$ cat src/rtl/pred_gate_if.sv
// Decision-gate bus: dispatch arm, predicate arrival, decision channel and
// status outputs. The master side drives requests; the slave side is the gate.
interface pred_gate_if #(
  parameter int NUM_SLOTS = 8,
  parameter int DATA_W    = 32,
  parameter int SLOT_W    = $clog2(NUM_SLOTS)
);
  logic                 flush;
  logic                 arm_valid;
  logic [SLOT_W-1:0]    arm_slot;
  logic                 arm_pred_en;
  logic                 arm_pred_true;
  logic                 pred_valid;
  logic [SLOT_W-1:0]    pred_slot;
  logic [DATA_W-1:0]    pred_data;
  logic                 out_valid;
  logic                 out_ready;
  logic [SLOT_W-1:0]    out_slot;
  logic                 out_fire;
  logic [NUM_SLOTS-1:0] busy_mask;
  logic                 arm_err;
  logic [15:0]          null_cnt;

  modport master (
    output flush, arm_valid, arm_slot, arm_pred_en, arm_pred_true,
           pred_valid, pred_slot, pred_data, out_ready,
    input  out_valid, out_slot, out_fire, busy_mask, arm_err, null_cnt
  );

  modport slave (
    input  flush, arm_valid, arm_slot, arm_pred_en, arm_pred_true,
           pred_valid, pred_slot, pred_data, out_ready,
    output out_valid, out_slot, out_fire, busy_mask, arm_err, null_cnt
  );
endinterface

$ cat src/rtl/pred_gate.sv
// Predication gate: tracks NUM_SLOTS reservation-station slots, resolves each
// against its predicate operand and emits execute/nullify decisions, lowest
// slot first. Optional macro PRED_OR_EN: a waiting slot resolves only on a
// matching predicate (predicate-OR over several producers).

// One slot: IDLE -> (WAIT) -> RESOLVED -> IDLE.
module pred_gate_slot (
  input  logic clk,
  input  logic rst,
  input  logic flush,
  input  logic arm_hit,
  input  logic arm_pred_en,
  input  logic arm_pred_true,
  input  logic pred_hit,
  input  logic pred_bit,
  input  logic rel,
  output logic resolved,
  output logic busy,
  output logic fire
);
  typedef enum logic [1:0] {IDLE, WAIT, RESOLVED} slot_state_e;

  slot_state_e state_q, state_d;
  logic        pol_q, pol_d;
  logic        fire_q, fire_d;

  // Next state: flush wins; arm only lands on IDLE, predicate only on WAIT.
  always_comb begin
    state_d = state_q;
    pol_d   = pol_q;
    fire_d  = fire_q;
    if (flush) begin
      state_d = IDLE;
    end else begin
      case (state_q)
        IDLE: if (arm_hit) begin
          if (arm_pred_en) begin
            state_d = WAIT;
            pol_d   = arm_pred_true;
          end else begin
            state_d = RESOLVED;
            fire_d  = 1'b1;
          end
        end
        WAIT: if (pred_hit) begin
`ifdef PRED_OR_EN
          if (pred_bit == pol_q) begin
            state_d = RESOLVED;
            fire_d  = 1'b1;
          end
`else
          state_d = RESOLVED;
          fire_d  = (pred_bit == pol_q);
`endif
        end
        RESOLVED: if (rel) state_d = IDLE;
        default: state_d = IDLE;
      endcase
    end
  end

  // Slot state register.
  always_ff @(posedge clk) begin
    if (rst) begin
      state_q <= IDLE;
      pol_q   <= 1'b0;
      fire_q  <= 1'b0;
    end else begin
      state_q <= state_d;
      pol_q   <= pol_d;
      fire_q  <= fire_d;
    end
  end

  assign resolved = (state_q == RESOLVED);
  assign busy     = (state_q != IDLE);
  assign fire     = fire_q;
endmodule

module pred_gate #(
  parameter int NUM_SLOTS = 8,
  parameter int DATA_W    = 32,
  parameter int SLOT_W    = $clog2(NUM_SLOTS)
) (
  input logic        clk,
  input logic        rst,
  pred_gate_if.slave bus
);
  logic [NUM_SLOTS-1:0] resolved, busy, fire;
  logic                 any_res;
  logic [SLOT_W-1:0]    sel;
  logic                 hs;
  logic                 arm_err_q;
  logic [15:0]          null_q;

  // Per-slot trackers; decode of arm/predicate/release is one-hot per slot.
  for (genvar g = 0; g < NUM_SLOTS; g++) begin : g_slot
    pred_gate_slot u_slot (
      .clk          (clk),
      .rst          (rst),
      .flush        (bus.flush),
      .arm_hit      (bus.arm_valid && (bus.arm_slot == SLOT_W'(g))),
      .arm_pred_en  (bus.arm_pred_en),
      .arm_pred_true(bus.arm_pred_true),
      .pred_hit     (bus.pred_valid && (bus.pred_slot == SLOT_W'(g))),
      .pred_bit     (bus.pred_data[0]),
      .rel          (hs && (sel == SLOT_W'(g))),
      .resolved     (resolved[g]),
      .busy         (busy[g]),
      .fire         (fire[g])
    );
  end

  // Only the predicate LSB carries meaning.
  if (DATA_W > 1) begin : g_unused
    logic unused_pred_hi;
    assign unused_pred_hi = ^bus.pred_data[DATA_W-1:1];
  end

  // Lowest-indexed RESOLVED slot wins the decision channel.
  always_comb begin
    any_res = |resolved;
    sel     = '0;
    for (int i = NUM_SLOTS - 1; i >= 0; i--)
      if (resolved[i]) sel = SLOT_W'(i);
  end

  assign bus.out_valid = any_res && !bus.flush;
  assign bus.out_slot  = sel;
  assign bus.out_fire  = bus.out_valid && fire[sel];
  assign hs            = bus.out_valid && bus.out_ready;

  // Illegal-arm pulse and saturating nullify counter; flush suppresses both
  // the arm and the handshake (out_valid is already low under flush).
  always_ff @(posedge clk) begin
    if (rst) begin
      arm_err_q <= 1'b0;
      null_q    <= '0;
    end else begin
      arm_err_q <= bus.arm_valid && !bus.flush && busy[bus.arm_slot];
      if (hs && !fire[sel] && (null_q != 16'hFFFF))
        null_q <= null_q + 16'd1;
    end
  end

  assign bus.busy_mask = busy;
  assign bus.arm_err   = arm_err_q;
  assign bus.null_cnt  = null_q;
endmodule

$ cat src/flat_wrapper.sv
// flat-port wrapper written by rule: the top's interface ports become plain ports
module pred_gate_flat 
#(
  parameter int NUM_SLOTS = 8,
  parameter int DATA_W    = 32,
  parameter int SLOT_W    = $clog2(NUM_SLOTS)
)
  (clk, rst, bus_flush, bus_arm_valid, bus_arm_slot, bus_arm_pred_en, bus_arm_pred_true, bus_pred_valid, bus_pred_slot, bus_pred_data, bus_out_ready, bus_out_valid, bus_out_slot, bus_out_fire, bus_busy_mask, bus_arm_err, bus_null_cnt);
  pred_gate_if #(.NUM_SLOTS(NUM_SLOTS), .DATA_W(DATA_W), .SLOT_W(SLOT_W)) bus_i ();
  input logic clk;
  input logic rst;
  input wire logic [$bits(bus_i.flush)-1:0] bus_flush;
  input wire logic [$bits(bus_i.arm_valid)-1:0] bus_arm_valid;
  input wire logic [$bits(bus_i.arm_slot)-1:0] bus_arm_slot;
  input wire logic [$bits(bus_i.arm_pred_en)-1:0] bus_arm_pred_en;
  input wire logic [$bits(bus_i.arm_pred_true)-1:0] bus_arm_pred_true;
  input wire logic [$bits(bus_i.pred_valid)-1:0] bus_pred_valid;
  input wire logic [$bits(bus_i.pred_slot)-1:0] bus_pred_slot;
  input wire logic [$bits(bus_i.pred_data)-1:0] bus_pred_data;
  input wire logic [$bits(bus_i.out_ready)-1:0] bus_out_ready;
  output wire logic [$bits(bus_i.out_valid)-1:0] bus_out_valid;
  output wire logic [$bits(bus_i.out_slot)-1:0] bus_out_slot;
  output wire logic [$bits(bus_i.out_fire)-1:0] bus_out_fire;
  output wire logic [$bits(bus_i.busy_mask)-1:0] bus_busy_mask;
  output wire logic [$bits(bus_i.arm_err)-1:0] bus_arm_err;
  output wire logic [$bits(bus_i.null_cnt)-1:0] bus_null_cnt;
  assign bus_i.flush = bus_flush;
  assign bus_i.arm_valid = bus_arm_valid;
  assign bus_i.arm_slot = bus_arm_slot;
  assign bus_i.arm_pred_en = bus_arm_pred_en;
  assign bus_i.arm_pred_true = bus_arm_pred_true;
  assign bus_i.pred_valid = bus_pred_valid;
  assign bus_i.pred_slot = bus_pred_slot;
  assign bus_i.pred_data = bus_pred_data;
  assign bus_i.out_ready = bus_out_ready;
  assign bus_out_valid = bus_i.out_valid;
  assign bus_out_slot = bus_i.out_slot;
  assign bus_out_fire = bus_i.out_fire;
  assign bus_busy_mask = bus_i.busy_mask;
  assign bus_arm_err = bus_i.arm_err;
  assign bus_null_cnt = bus_i.null_cnt;
  pred_gate #(.NUM_SLOTS(NUM_SLOTS), .DATA_W(DATA_W), .SLOT_W(SLOT_W)) u_core (.clk(clk), .rst(rst), .bus(bus_i));
endmodule
$ cat config.mk
export PLATFORM = sky130hd
export DESIGN_NAME = pred_gate_flat
export DESIGN_NICKNAME = d
export VERILOG_FILES = /design/src/rtl/pred_gate_if.sv /design/src/rtl/pred_gate.sv /design/src/flat_wrapper.sv
export SDC_FILE = /design/constraint.sdc
export NUM_CORES = 1
export LEC_CHECK = 0
export CELL_PAD_IN_SITES_DETAIL_PLACEMENT = 0
export CELL_PAD_IN_SITES_GLOBAL_PLACEMENT = 1
export CORE_MARGIN = 2
export CORE_UTILIZATION = 35
export CTS_CLUSTER_DIAMETER = 40
export DETAILED_ROUTE_END_ITERATION = 6
export PLACE_DENSITY_LB_ADDON = 0.1
export SYNTH_ARGS = -nofsm -noshare
export SYNTH_HDL_FRONTEND = slang
export SYNTH_SLANG_ARGS = --single-unit
$ cat constraint.sdc
create_clock -name clk -period 3 [get_ports clk]
set_input_delay 0.6 -clock clk [delete_from_list [all_inputs] [get_ports clk]]
set_output_delay 0.6 -clock clk [all_outputs]
set_load 0.05 [all_outputs]
* Yosys cells after proc, flatten, opt, wreduce, memory -nomap -nowiden
Cells that the tools add are included.
Widths: inputs -> output; s select.
** Word-level totals
- Bits in registers :: 49
- Input port bits :: 46
- Output and inout port bits :: 30
** Operators by class
- Add/subtract/negate cells :: 1
- Magnitude comparators :: 2
- Equality and inequality tests :: 78
- Muxes and demuxes :: 70
- Bitwise logic cells :: 1
- Reduce and logical (&&, ||, !) cells :: 86
** Operators with widths (count)
- $ne 2x2->1 const B :: 32
- $mux 2 :: 25
- $pmux 2 s3 :: 8
- $reduce_and 5->1 :: 8
- $eq 3x3->1 const B :: 12
- $reduce_and 4->1 :: 8
- $reduce_bool 2->1 :: 16
- $logic_and 1x1->1 :: 31
- $mux 3 :: 8
- $reduce_and 3->1 :: 8
- $mux 1 :: 19
- $eq 3x2->1 const B :: 6
- $add 16x1->16 const B :: 1
- $eq 2x1->1 const B :: 8
- $eq 2x2->1 const B :: 8
- $logic_not 2->1 :: 8
- $ne 16x16->1 const B :: 1
- $pmux 1 s2 :: 8
- $eq 3x1->1 const B :: 3
- $logic_not 3->1 :: 3
- $eq 1x1->1 :: 8
- $lt 3x4->1 const B :: 2
- $reduce_or 8->1 :: 1
- $bmux 1 s3 :: 2
- other kinds (3) :: 4

* Longest topological paths before layout
- Depth in word-level cells :: 14
- Depth in mapped cells :: 9
- Depth with buffers taken out :: 8

* Cells and area by module
From an unflattened synthesis, not the netlist that was laid out.
** Second synthesis, totals
- Cells, all modules :: 352
- Area, all modules :: 3123.0 µm²
** Modules (own cells, without submodules)
- pred_gate_slot :: times used 8, cells each 22, area an instance 221.5 µm²
- pred_gate :: times used 1, cells each 176, area an instance 1351.3 µm²

* Worst setup path after synthesis
No wires, ideal clock.
- Kind :: register to register
- Start point :: register u_core.g_slot[0].u_slot.state_q[1]
- End point :: register u_core.null_q[5] (netlist: u_core.bus.null_cnt[5])
- Setup time :: 0.121 ns
- Arrival time :: 3.025 ns
- Setup slack :: -0.146 ns
- Cell stages (with the launch flop) :: 10
- Clock period less this slack :: 3.146 ns
- Cell sequence :: dfxtp_1 nor2b_1 nor4_1 a21oi_1 and2_1 buf_2 o21ai_0 a21oi_2 nand4_1 mux2_2
** RTL lines
- start, declared :: line pred_gate.sv:23 : slot_state_e state_q, state_d;
- start signal, assigned :: line pred_gate.sv:69 : state_q <= state_d;
- $eq 2x2->1 :: line pred_gate.sv:75 : assign resolved = (state_q == RESOLVED);
- $reduce_or 8->1 :: line pred_gate.sv:122 : any_res = |resolved;
- $logic_and 1x1->1 :: line pred_gate.sv:128 : assign bus.out_valid = any_res && !bus.flush;
- named net bus_out_valid :: line flat_wrapper.sv:21 : output wire logic [$bits(bus_i.out_valid)-1:0] bus_out_valid;
- $logic_and 1x1->1 :: line pred_gate.sv:131 : assign hs = bus.out_valid && bus.out_ready;
- $logic_and 1x1->1 (2 in a row) :: line pred_gate.sv:141 : if (hs && !fire[sel] && (null_q != 16'hFFFF))
- end signal, assigned :: line pred_gate.sv:142 : null_q <= null_q + 16'd1;
- end, declared :: line pred_gate.sv:94 : logic [15:0] null_q;
The timed path passes the listed nets, and every way through them passes these cells. The select of a mux whose other input is x is not followed.
A chain may end at the register's enable or synchronous reset.

* Worst setup path in the final report
- Start point :: register u_core.g_slot[6].u_slot.state_q[1]
- End point :: output port bus_out_fire
** On the way
- Word-level cells in the longest chain between the ends :: 11
** RTL lines
- start, declared :: line pred_gate.sv:23
- start signal, assigned :: line pred_gate.sv:69
- $eq 2x2->1 (*) :: line pred_gate.sv:75
- $mux 3 (7 in a row) :: line pred_gate.sv:125 : if (resolved[i]) sel = SLOT_W'(i);
- $bmux 1 s3 :: line pred_gate.sv:130 : assign bus.out_fire = bus.out_valid && fire[sel];
- $mux 1 (not written as such) :: line pred_gate.sv:130
- $logic_and 1x1->1 (*) :: line pred_gate.sv:130
- end, declared :: line flat_wrapper.sv:23 : output wire logic [$bits(bus_i.out_fire)-1:0] bus_out_fire;
Mark *: on every way between the ends. The rest lies on a longest branch, timed or not. The select of a mux whose other input is x is not followed.

==> flow_metrics.tcl <==
set metrics [dict create \
    powerDensity_nw_per_um2 342 \
    min_from "u_core.g_slot[3].u_slot.pol_q$_SDFFE_PP0P_" \
    synth_nets 432 \
    netlist_area_um2 2950 \
    cp-start-kind "register" \
    holdPathStages 2 \
    rsz0062_at_grt "false" \
    synth-warning-count 0 \
    synth.largest_area_cell "dfxtp_1" \
    core_area_um2 8220 \
    swShare_pct 28.8 \
    period_share_pct 96.3 \
    synth.area.top_cells "dfxtp_1 (33%), a21oi_1 (6.6%), nor2_1 (5.7%), nand2_1 (4.6%), nor3_1 (3.1%)" \
    cp.arrival_ns 2.29 \
    via_per_inst 5.34 \
    synth.top_cell.area_share_pct 33.2 \
    ir_drop_v 0.000215 \
    grt_usage_pct 19.9 \
    hold_path.class "register to register" \
    power_frac_seq_pct 53.0 \
    crit-reg2reg-capture "u_core.bus.null_cnt[8]$_SDFFE_PP0P_" \
    clockRootBuffer "clkbuf_8" \
    slew_violations 0 \
    fin_worst_skew_ns 0.0121 \
    fin_util_pct 44.3 \
    min_period_ns 2.89 \
    tritoncts "built" \
    ys.flop_type "dfxtp_1" \
    die_x_um 95.9 \
    grt_pass1_wl_um 14000 \
    antenna_found_initial 0 \
    synth-edff-count 0 \
    drt_pass1_iterations 4 \
    dp_hpwl_um 6590 \
    p_total_mw 1.25 \
    tns_ns 0 \
    worst-slew-pin-transition_ns 0.600 \
    holdWs_ns 0.472 \
    crit_required_ns 2.40 \
    final_layout_size_suffix_gt1_share_pct 15.4 \
    ios 76 \
    r2r_start "u_core.g_slot[6].u_slot.state_q[1]$_SDFFE_PP0P_" \
    clkSlewWorstSetupHoldPaths_ns 0.09 \
    multi_input_area_um2 1860 \
    grt_start_max_net_pins 31 \
    layout.cells.non_filler 534 \
    gp_congestion 0.870 \
    p_comb_share_pct 13.9 \
    syn_inst 385 \
    reg2reg_depth 9 \
    htreeDepth 2 \
    initial_core_util_pct 35.9 \
    wl_um 8460 \
    dieArea_um2 9190 \
    p_sw_uw 358 \
    slew_headroom_pct 59.6 \
    ys_seq_area_share_pct 33.2 \
    cap_violations 0 \
    clock-sinks 49 \
    routedWlPerCell_um 15.8 \
    synth.most_common_cell "dfxtp_1" \
    grt_pass1_vias 2724 \
    p_leak_nw 1.28 \
    crit_fanout 7 \
    crit_path_end_kind "output port" \
    ant_nets 0 \
    die_h_um 95.9 \
    cts_made_buffers 5 \
    fillers 844 \
    setup_viol 0 \
    max_freq_ghz 0.346 \
    clk_latency_ns 0.31 \
    route.vias.total 2851 \
    holdPathEnd "u_core.g_slot[3].u_slot.pol_q$_SDFFE_PP0P_" \
    grt_overflow 0 \
    seq_area_um2 988 \
    num_antenna_cells 0 \
    synth_area_per_cell_um2 7.67 \
    synth_cell_types 55 \
    outcome "finished clean" \
    clockBufferDepth 2 \
    fp-row-count 33 \
    r2r_slack_ns 0.23 \
    areaGrowthSynthToFinish_pct 23.3 \
    internal_power_uw 887 \
    ys_top_cells_by_count "dfxtp_1 (49), nor2_1 (45), a21oi_1 (39), nand2_1 (36), nor3_1 (18)" \
    nets 475 \
    drcViolationCount 0 \
    place_inst 524 \
    ys_async_sr_fraction_pct 0 \
    hold_viol 0 \
    path_class "register to output port" \
    ys_ff_latch 49 \
    clock_power_share_pct 33.1 \
    port-buffer-count 44 \
    dr.first_iter.drc_count 121 \
]
==> critical path: stages, from the launching register on <==
cell,delay [ns]
dfxtp_4,0.38
nor2b_4,0.13
or4_4,0.54
a32oi_1,0.17
a21boi_1,0.10
a221o_1,0.30
and3_2,0.23
buf_6,0.15
==> stage by stage <==
stage	instance area (µm²)	worst slack, ns
floorplan	2960	0.144
global placement	3490	0.223
detailed placement	3490	0.226
CTS	3600	0.0274
global route	3640	0.00760
finish	3640	0.110
==> layer usage <==
metal	track usage, %	vias to the layer above	part of all wire [%]
li1	-	1472	-
met2	32.5	55	47
met5	0	-	0
met3	3.29	9	2.9
met1	27.1	1315	49
met4	5.36	0	1.4
==> power by group through the flow <==
stage | sequential [mW] | clock, mW | combinational (mW)
final | 0.660 | 0.413 | 0.173
after global routing | 0.661 | 0.454 | 0.190
after CTS | 0.661 | 0.433 | 0.173
after detailed placement | 0.676 | 0 | 0.170
after global placement | 0.675 | 0 | 0.172
after floorplan | 0.677 | 0 | 0.103
==> cell type report <==
class                   instances  area share [%]
repair buffers                 57            15.0
multi-input cells             307            51.0
well taps                     105            3.61
clock buffers                   6            1.99
inverters                       8           0.825
flip-flops and latches         49            27.1
clock inverters                 2           0.412
==> timing repair <==
action / CTS / global route
hold buffers: 0 / 0
setup buffers: 2 / 0
pin swaps: 1 / 1
gates resized for setup: 3 / 15
setup endpoints to repair: 2 / 3
==> registers in the layout, indices dropped and copies added (netlist names) <==
signal and cells:
u_core.bus.null_cnt 16, u_core.g_slot.u_slot.fire 8, u_core.bus.arm_err 1, u_core.g_slot.u_slot.pol_q 8, u_core.g_slot.u_slot.state_q 16
==> cells by family (layout without fill, tap and decap cells) <==
kind of cell / count (synthesis) / after routing / synth area share, %
simple gates: 196 / 196 / 35.3
flops: 49 / 49 / 33.2
xor+xnor: 11 / 11 / 3.26
fa+ha+maj: 1 / 1 / 0.424
buf+inv: 29 / 73 / 5.42
mux: 5 / 5 / 1.86
compound gates: 94 / 94 / 20.6
==> cell usage in the layout, fill, tap and decap left out, types with 4 or more instances in the layout <==
master | netlist | routed
nand2_1 | 36 | 36
xnor2_1 | 5 | 5
o21ai_0 | 13 | 13
dfxtp_1 | 49 | 45
nor2b_1 | 10 | 8
a21oi_1 | 39 | 37
nor2_1 | 45 | 44
a211oi_1 | 10 | 9
a311oi_1 | 6 | 6
nor3b_1 | 7 | 7
nand2b_1 | 12 | 12
nand4_1 | 4 | 4
clkdlybuf4s50_1 | 0 | 40
or2_2 | 12 | 12
xor2_1 | 6 | 6
or4_1 | 5 | 5
clkbuf_8 | 0 | 5
o31ai_1 | 8 | 8
nand3_1 | 17 | 17
and4_1 | 4 | 4
mux2_2 | 4 | 4
and2_1 | 4 | 4
inv_1 | 8 | 8
a21o_1 | 5 | 5
buf_4 | 8 | 14
nor3_1 | 18 | 18
==> how the worst max path moves through the flow <==
stage,start,to,slack [ns],cells past startpoint
after global routing,u_core.g_slot[3].u_slot.state_q[1]$_SDFFE_PP0P_,bus_out_fire,0.008,7
after CTS,u_core.g_slot[5].u_slot.state_q[0]$_SDFFE_PP0P_,bus_out_fire,0.03,7
after global placement,u_core.g_slot[4].u_slot.state_q[1]$_SDFFE_PP0P_,bus_out_fire,0.22,7
after floorplan,u_core.g_slot[2].u_slot.state_q[0]$_SDFFE_PP0P_,u_core.bus.null_cnt[8]$_SDFFE_PP0P_,0.14,9
after detailed placement,u_core.g_slot[4].u_slot.state_q[1]$_SDFFE_PP0P_,bus_out_fire,0.23,7
final,u_core.g_slot[6].u_slot.state_q[1]$_SDFFE_PP0P_,bus_out_fire,0.11,7
(Power assumes the default switching activity.)
